<file path="src/rtl/timer_irq_ctrl_pkg.sv">
// Shared definitions for the memory-mapped interval timer: register offsets,
// TCON bit positions and the operating state derived from TCON.
package timer_irq_ctrl_pkg;

  localparam logic [31:0] TIMER_TH_OFS   = 32'h0000_0000;
  localparam logic [31:0] TIMER_TL_OFS   = 32'h0000_0004;
  localparam logic [31:0] TIMER_TCON_OFS = 32'h0000_0008;

  localparam int unsigned TCON_RUN  = 0;
  localparam int unsigned TCON_IEN  = 1;
  localparam int unsigned TCON_STAT = 2;

  typedef enum logic [1:0] {
    StIdle,
    StCount,
    StPending
  } timerStateT;

  // The timer keeps no separate state register; its mode is a view of TCON.
  function automatic timerStateT stateOf(input logic [2:0] tcon);
    if (!tcon[TCON_RUN]) begin
      return StIdle;
    end else if (tcon[TCON_STAT]) begin
      return StPending;
    end else begin
      return StCount;
    end
  endfunction

endpackage

</file>
<file path="src/rtl/timer_irq_ctrl_tick_gen.sv">
// Prescaler for the interval timer: emits one tick every PRESCALE enabled
// cycles, or follows en directly when PRESCALE is 1.
module tick_gen #(
  parameter int unsigned PRESCALE = 1
) (
  input  logic clk,
  input  logic reset,
  input  logic en,
  output logic tick
);

  localparam int unsigned CntW = (PRESCALE > 1) ? $clog2(PRESCALE) : 1;
  localparam logic [CntW-1:0] LastCnt = CntW'(PRESCALE - 1);

  logic [CntW-1:0] cnt;
  logic            atLast;

  assign atLast = (cnt == LastCnt);

  always_comb begin
    tick = (PRESCALE == 1) ? en : (en && atLast);
  end

  // Count is held at zero while stopped so a restart always waits a full period.
  always_ff @(posedge clk) begin
    if (reset || !en || tick) begin
      cnt <= '0;
    end else begin
      cnt <= cnt + CntW'(1);
    end
  end

endmodule

</file>
<file path="src/rtl/timer_irq_ctrl.sv">
// Memory-mapped interval timer with reload register and a pending-interrupt
// flag; drives the control unit's IRQ input.
module timer_irq_ctrl
  import timer_irq_ctrl_pkg::*;
#(
  parameter logic [31:0] BASE_ADDR = 32'h4000_0000,
  parameter int unsigned PRESCALE  = 1
) (
  input  logic        clk,
  input  logic        reset,
  input  logic [31:0] addr,
  input  logic [31:0] wdata,
  input  logic        wr,
  input  logic        rd,
  output logic [31:0] rdata,
  output logic        irq
);

  logic [31:0] th;
  logic [31:0] tl;
  logic [2:0]  tcon;

  logic        hitTh, hitTl, hitTcon;
  logic        wrTh, wrTl, wrTcon;
  logic        counting, tick, tlTick, overflow;
  timerStateT  state;

  assign hitTh   = (addr == BASE_ADDR + TIMER_TH_OFS);
  assign hitTl   = (addr == BASE_ADDR + TIMER_TL_OFS);
  assign hitTcon = (addr == BASE_ADDR + TIMER_TCON_OFS);

  assign wrTh   = wr && hitTh;
  assign wrTl   = wr && hitTl;
  assign wrTcon = wr && hitTcon;

  assign state    = stateOf(tcon);
  assign counting = (state != StIdle);

  tick_gen #(
    .PRESCALE(PRESCALE)
  ) uTickGen (
    .clk  (clk),
    .reset(reset),
    .en   (counting),
    .tick (tick)
  );

  // A software write to TL swallows the tick, including any overflow it would cause.
  assign tlTick   = tick && !wrTl;
  assign overflow = tlTick && (tl == 32'hFFFF_FFFF);

  assign irq = tcon[TCON_STAT] & tcon[TCON_IEN];

  always_comb begin
    rdata = 32'h0;
    if (rd) begin
      if (hitTh) begin
        rdata = th;
      end else if (hitTl) begin
        rdata = tl;
      end else if (hitTcon) begin
        rdata = {29'h0, tcon};
      end
    end
  end

  always_ff @(posedge clk) begin
    if (reset) begin
      th   <= 32'h0;
      tl   <= 32'h0;
      tcon <= 3'b000;
    end else begin
      if (wrTh) begin
        th <= wdata;
      end

      if (wrTl) begin
        tl <= wdata;
      end else if (tlTick) begin
        tl <= overflow ? th : tl + 32'd1;
      end

      // An overflow in the same cycle as a clear still leaves the interrupt pending.
      if (wrTcon) begin
        tcon[TCON_RUN]  <= wdata[TCON_RUN];
        tcon[TCON_IEN]  <= wdata[TCON_IEN];
        tcon[TCON_STAT] <= wdata[TCON_STAT] | (wdata[TCON_IEN] & overflow);
      end else if (overflow) begin
        tcon[TCON_STAT] <= tcon[TCON_STAT] | tcon[TCON_IEN];
      end
    end
  end

endmodule

</file>
<file path="config.mk">
export PLATFORM = sky130hd
export DESIGN_NAME = timer_irq_ctrl
export DESIGN_NICKNAME = d
export VERILOG_FILES = /design/src/rtl/timer_irq_ctrl_pkg.sv /design/src/rtl/timer_irq_ctrl_tick_gen.sv /design/src/rtl/timer_irq_ctrl.sv
export SDC_FILE = /design/constraint.sdc
export NUM_CORES = 1
export LEC_CHECK = 0
export BUFFER_PORTS_ARGS = -buffer_cell sky130_fd_sc_hd__buf_2
export CAP_MARGIN = 25
export CORE_UTILIZATION = 50
export CTS_BUF_LIST = sky130_fd_sc_hd__clkbuf_4
export DETAILED_ROUTE_END_ITERATION = 8
export PLACE_DENSITY = 0.8
export SLEW_MARGIN = 20
export SYNTH_ARGS = -nofsm -noshare
export SYNTH_HDL_FRONTEND = slang
export SYNTH_SLANG_ARGS = --single-unit
</file>
<file path="constraint.sdc">
create_clock -name clk -period 2.45 [get_ports clk]
set_input_delay 0.1225 -clock clk [delete_from_list [all_inputs] [get_ports clk]]
set_output_delay 0.1225 -clock clk [all_outputs]
set_load 0.005 [all_outputs]
</file>
# Word level (Yosys, flattened, before mapping)
# Index checks and enable logic that the tools add are counted.
dict set report classes {
  add_sub_neg 1
  multipliers 0
  div_mod_pow 0
  order_cmp 0
  eq_ne 4
  shift 0
  n_mux 11
  n_bitwise 4
  reduce_logical 9
}
# op n
set op_table {}
lappend op_table {{2-to-1 mux 32 bit} 6}
lappend op_table {{equality test 32 x 31 -> 1 bit, second input constant} 3}
lappend op_table {{adder 32 x 1 -> 32 bit, second input constant} 1}
lappend op_table {{equality test 32 bit, second input constant} 1}
lappend op_table {{nonzero test 2 bit} 3}
lappend op_table {{logical AND 1 bit} 5}
lappend op_table {{2-to-1 mux 2 bit} 2}
lappend op_table {{2-to-1 mux 3 bit} 1}
lappend op_table {{AND 1 bit} 2}
lappend op_table {{2-to-1 mux 1 bit} 2}
lappend op_table {{OR 1 bit} 2}
lappend op_table {{logical NOT 1 bit} 1}
dict set report totals {
  regBits 67
  latch_bits 0
  ramBits 0
  rom_bits 0
  in_bits 68
  output_inout_bits 33
  elab_cells 33
  memories 0
}

# Logic depth before layout (Yosys ltp)
dict set report depth {
  depth_word 8
  ltp_mapped 9
  ltp_nobuf 7
}

# Hierarchy
# Synthesis repeated with hierarchy kept, for this count alone.
dict set report hier_totals {
  cells_unflattened 578
  area_unflattened_um2 4330.4
}
# module n_inst cells_per_inst area_each_um2
set modules_own_cells {}
lappend modules_own_cells {timer_irq_ctrl 1 577 4322.9}
lappend modules_own_cells {tick_gen 1 1 7.5}

# Worst setup path after synthesis
# No wires, ideal clock.
dict set report synth_path {
  kind {register -> register}
  startpoint {reg tl[0]}
  endpoint {reg tl[20]}
  t_arrival_ns 1.891
  required_time_ns 2.380
  setup_slack_ns 0.488
  path_stages_with_launch 9
  synth_period_minus_slack_ns 1.962
  path_cell_list {dfxtp_1 > ha_1 > nand2_1 > nor3_2 > and3_1 > buf_4 > nand2_1 > a311o_1 > a21oi_1}
}
dict set report synth_via {
  elab_chain_len 5
}
# element line_no
set synth_rtl {}
lappend synth_rtl {{start: declaration} timer_irq_ctrl.sv:20} ;# logic [31:0] tl;
lappend synth_rtl {{start signal: assignment} timer_irq_ctrl.sv:78} ;# tl <= wdata;
lappend synth_rtl {{start signal: assignment} timer_irq_ctrl.sv:80} ;# tl <= overflow ? th : tl + 32'd1;
lappend synth_rtl {{parallel branches: the longest is 2 deep, another holds adder 32 x 1 -> 32 bit} -}
lappend synth_rtl {{2-to-1 mux 32 bit (*)} timer_irq_ctrl.sv:80}
lappend synth_rtl {{2-to-1 mux 32 bit (*)} timer_irq_ctrl.sv:79} ;# end else if (tlTick) begin
lappend synth_rtl {{2-to-1 mux 32 bit (*)} timer_irq_ctrl.sv:77} ;# if (wrTl) begin
# Every way passes the cells marked *. The select of a mux whose other input is x is not followed.
# A chain may end at the register's enable or synchronous reset.

# Worst setup path in the final report
dict set report layout_path {
  startpoint {reg tl[1]}
  endpoint {reg tl[27]}
}
# The elaborated chain is that of the path after synthesis.

==> results.md <==
| Stage | Result | Reported |
|:---|:---|:---|
| die | Initial core utilization | 0.529 |
| clock tree | Total clock sinks | 67 |
| yosys | Sequential share of the synthesized area | 0.321 |
| clock tree | Cell at the root of the clock tree | clkbuf_4 |
| yosys | Synth Warn # | 0 |
| run status | Run status | finished clean |
| sta | Final worst-path cycle share | 0.930 |
| pwr | Power density relative to cell area | 372 mW/mm² |
| place | GPL Wtd Cong | 0.884 |
| sta | Time the final worst path needs with I/O delays and setup | 2280 ps |
| critical path | R2R depth | 7 |
| sta | RSZ-0062 raised after global routing | no |
| drt | DRC marker count from the first detailed-route iteration | 511 |
| place | Count of input and output buffers | 100 |
| layout | Commonest non-fill, non-tap cell in the layout | nand2_1 |
| global routing | Total overflow reported by the global router | 0 |
| sta | Worst-Margin Slew | 527 ps |
| global routing | Maximum number of pins on one net before global-route repair | 33 |
| critical path | Slack of the worst reg-to-reg path | 170 ps |
| global routing | Antenna violations before repair | 0 |
| drt | Pre-antenna DRT Iters | 7 |
| clock tree | Clk pin slew, worst setup/hold paths | 120 ps |
| layout | Ratio of cells with drive above 1 in the final layout | 0.220 |
| drt | Final ANT Viol Nets | 0 |
| critical path | Critical path data arrival time | 2620 ps |
| yosys | Synth async-reset ratio | 0 |
| sta | Max-slew violations | 0 |
| worst hold path | Worst Hold Path Cells | 2 |
| layout | Final core area utilization | 0.676 |
| place | Post-Place Cells | 758 |
| yosys | Synthesized net count | 641 |
| layout | Synth-to-Final Area Change | 27.7% |
| drt | Via count | 4,907 |
| critical path | Startpoint Class | flop |
| clock tree | CTS tree | yes |
| place | Post-Place Cell Area | 0.00488 mm² |
| sta | Post-route clock skew | 19.9 ps |
| critical path | Crit end category | flop |
| die | Top-level I/O count | 101 |
| drt | Vias per std cell | 6.09 |
| die | Overall die width | 93.4 µm |
| job | Total of max-cap violations | 0 |
| drt | Total routed wirelength | 13,600 µm |
| clock tree | Total CTS buffers | 9 |
| worst hold path | Terminating pin of the worst hold path | th[23] |
| critical path | Required time reported for the critical path endpoint | 2790 ps |
| layout | Most used cells in the layout excluding fill and tap cells | 124 x nand2_1, 100 x buf_2, 67 x dfxtp_1 |
| yosys | Flip-flop cell with the highest count after synthesis | dfxtp_1 |
| die | Std cell rows | 32 |
| clock tree | Number of cells upsized or downsized after cts | 0 |
| critical path | Crit path max fanout | 7 |
| worst hold path | Hold crit path type | input pin to flop |
| die | Core area | 0.00789 mm² |
| sta | Worst slew slack as a fraction of its limit | 0.646 |
| layout | Diodes inserted | 0 |
| layout | Final non-filler cell total | 806 |
| global routing | Number of global-route vias before repair | 4,587 |
| pwr | Leakage power total | 0.00192 µW |
| pwr | Max VDD drop | 198 µV |
| layout | Area of all placed cells without fillers | 0.00533 mm² |
| yosys | Post-synthesis instance area | 0.00418 mm² |
| yosys | Post-synthesis cell type count | 59 |
| global routing | Wire length of the first global-routing pass | 22,100 µm |
| sta | Count of endpoints failing hold in the final timing report | 0 |
| drt | Wire length per cell after detailed routing | 16.9 µm |
| sta | Endpoints failing setup | 0 |
| drt | Detailed-route DRC error count | 0 |
| yosys | Post-synth EDFFs | 0 |
| worst hold path | Hold Path Origin | reset |
| clock tree | Clock Tree Buf Depth | 2 |
| global routing | Total routing resource utilization after global routing | 0.322 |
| critical path | Start of the worst register-to-register path | tl[1] |
| yosys | Yosys reg bits | 67 |
| critical path | Endpoint of the lowest-slack register-to-register path | tl[27] |
| clock tree | Clock insertion delay at the later pin of the skew report | 430 ps |
| critical path | Classification of the worst setup path | flop to flop |
| clock tree | CTS H-Tree Depth | 3 |
| die | Vertical die dimension | 93.4 µm |
| sta | Max Fclk | 0.439 GHz |
| yosys | Post-Syn Area per Cell | 7.30 µm² |
| place | HPWL reported at the end of detailed placement | 9270 µm |
| layout | Post-layout nets | 768 |
| die | Floorplan die area | 0.00872 mm² |
| yosys | Number of instances in the synthesized netlist | 572 |
| layout | Number of fill cells | 624 |
| sta | Setup Total Neg Slack | 0 ps |
[state kept, by name (all words and copies together) (netlist names)]
signal  cells
tl         32
tcon        3
th         32
[power by group]
part	switching (µW)	total, µW	internal [µW]
Sequential	0.000000342	1090	1090
Combinational	73.5	162	88.4
Clock	406	735	329
[per-stage QoR]
stage / hold WS (ps) / setup WS [ps] / power (µW)
6_report: 75.1 / 170 / 1990
5_1_grt: 76.9 / 53.4 / 2050
4_1_cts: 62.9 / 245 / 1990
3_5_place_dp: 348 / 254 / 1230
3_3_place_gp: 341 / 364 / 1230
2_1_floorplan: 231 / 488 / 1160
[cell families after synthesis]
| kind of cell | share of synthesized area |
|---|---|
| and+or+nand+nor | 0.325 |
| muxes | 0.0297 |
| DFF | 0.321 |
| adders and majority gates | 0.00300 |
| xor gates and xnor gates | 0.0252 |
| buffers and inverters | 0.0584 |
| AOI/OAI and AO/OA | 0.238 |
[synth_stat cells, drive strengths merged, types with 13 or more instances]
library cell / n / area (µm²)
nand2: 124 / 465
dfxtp: 67 / 1340
a21oi: 48 / 240
nor2: 35 / 131
a22oi: 32 / 240
clkbuf: 30 / 113
nor2b: 30 / 188
nand4: 20 / 146
nor4: 17 / 134
inv: 16 / 60.1
buf: 14 / 71.3
o21ai: 13 / 65.1
[routing by layer]
layer	GRT usage	vias up	part of all wire
met5	0	-	0
met4	0.119	0	0.021
met3	0.0455	32	0.090
met2	0.538	277	0.47
met1	0.421	2278	0.42
li1	-	2320	-
[worst max path at each step]
| stage | startpoint | endpoint | depth (start not counted) |
|---|---|---|---|
| 3_3_place_gp | tl[0] | tl[20] | 7 |
| 5_1_grt | tl[0] | tl[27] | 7 |
| 4_1_cts | tl[1] | tl[27] | 7 |
| 2_1_floorplan | tl[0] | tl[20] | 8 |
| 3_5_place_dp | tl[12] | tl[12] | 6 |
| 6_report | tl[1] | tl[27] | 7 |
[final cells by class]
type	instances	area, µm²	area share
multi-input cells	445	2600	0.487
flip-flops and latches	67	1340	0.252
repair buffers	160	1070	0.200
well taps	102	128	0.0239
clock buffers	11	82.6	0.0155
inverters	16	60.1	0.0113
clock inverters	5	53.8	0.0101
[what timing repair did]
item                                   in CTS  in global routing
endpoints found under the hold margin      56                  0
setup buffers                               0                  0
hold buffers                               32                  0
[critical path, stage by stage (launching register included)]
cell and delay (ps):
dfxtp_1 460, ha_1 320, nand2_1 160, or3_1 430, o211ai_1 310, o22a_1 200
o22ai_1 70, a211oi_1 240
No activity file was read; power rests on OpenSTA's default activity.
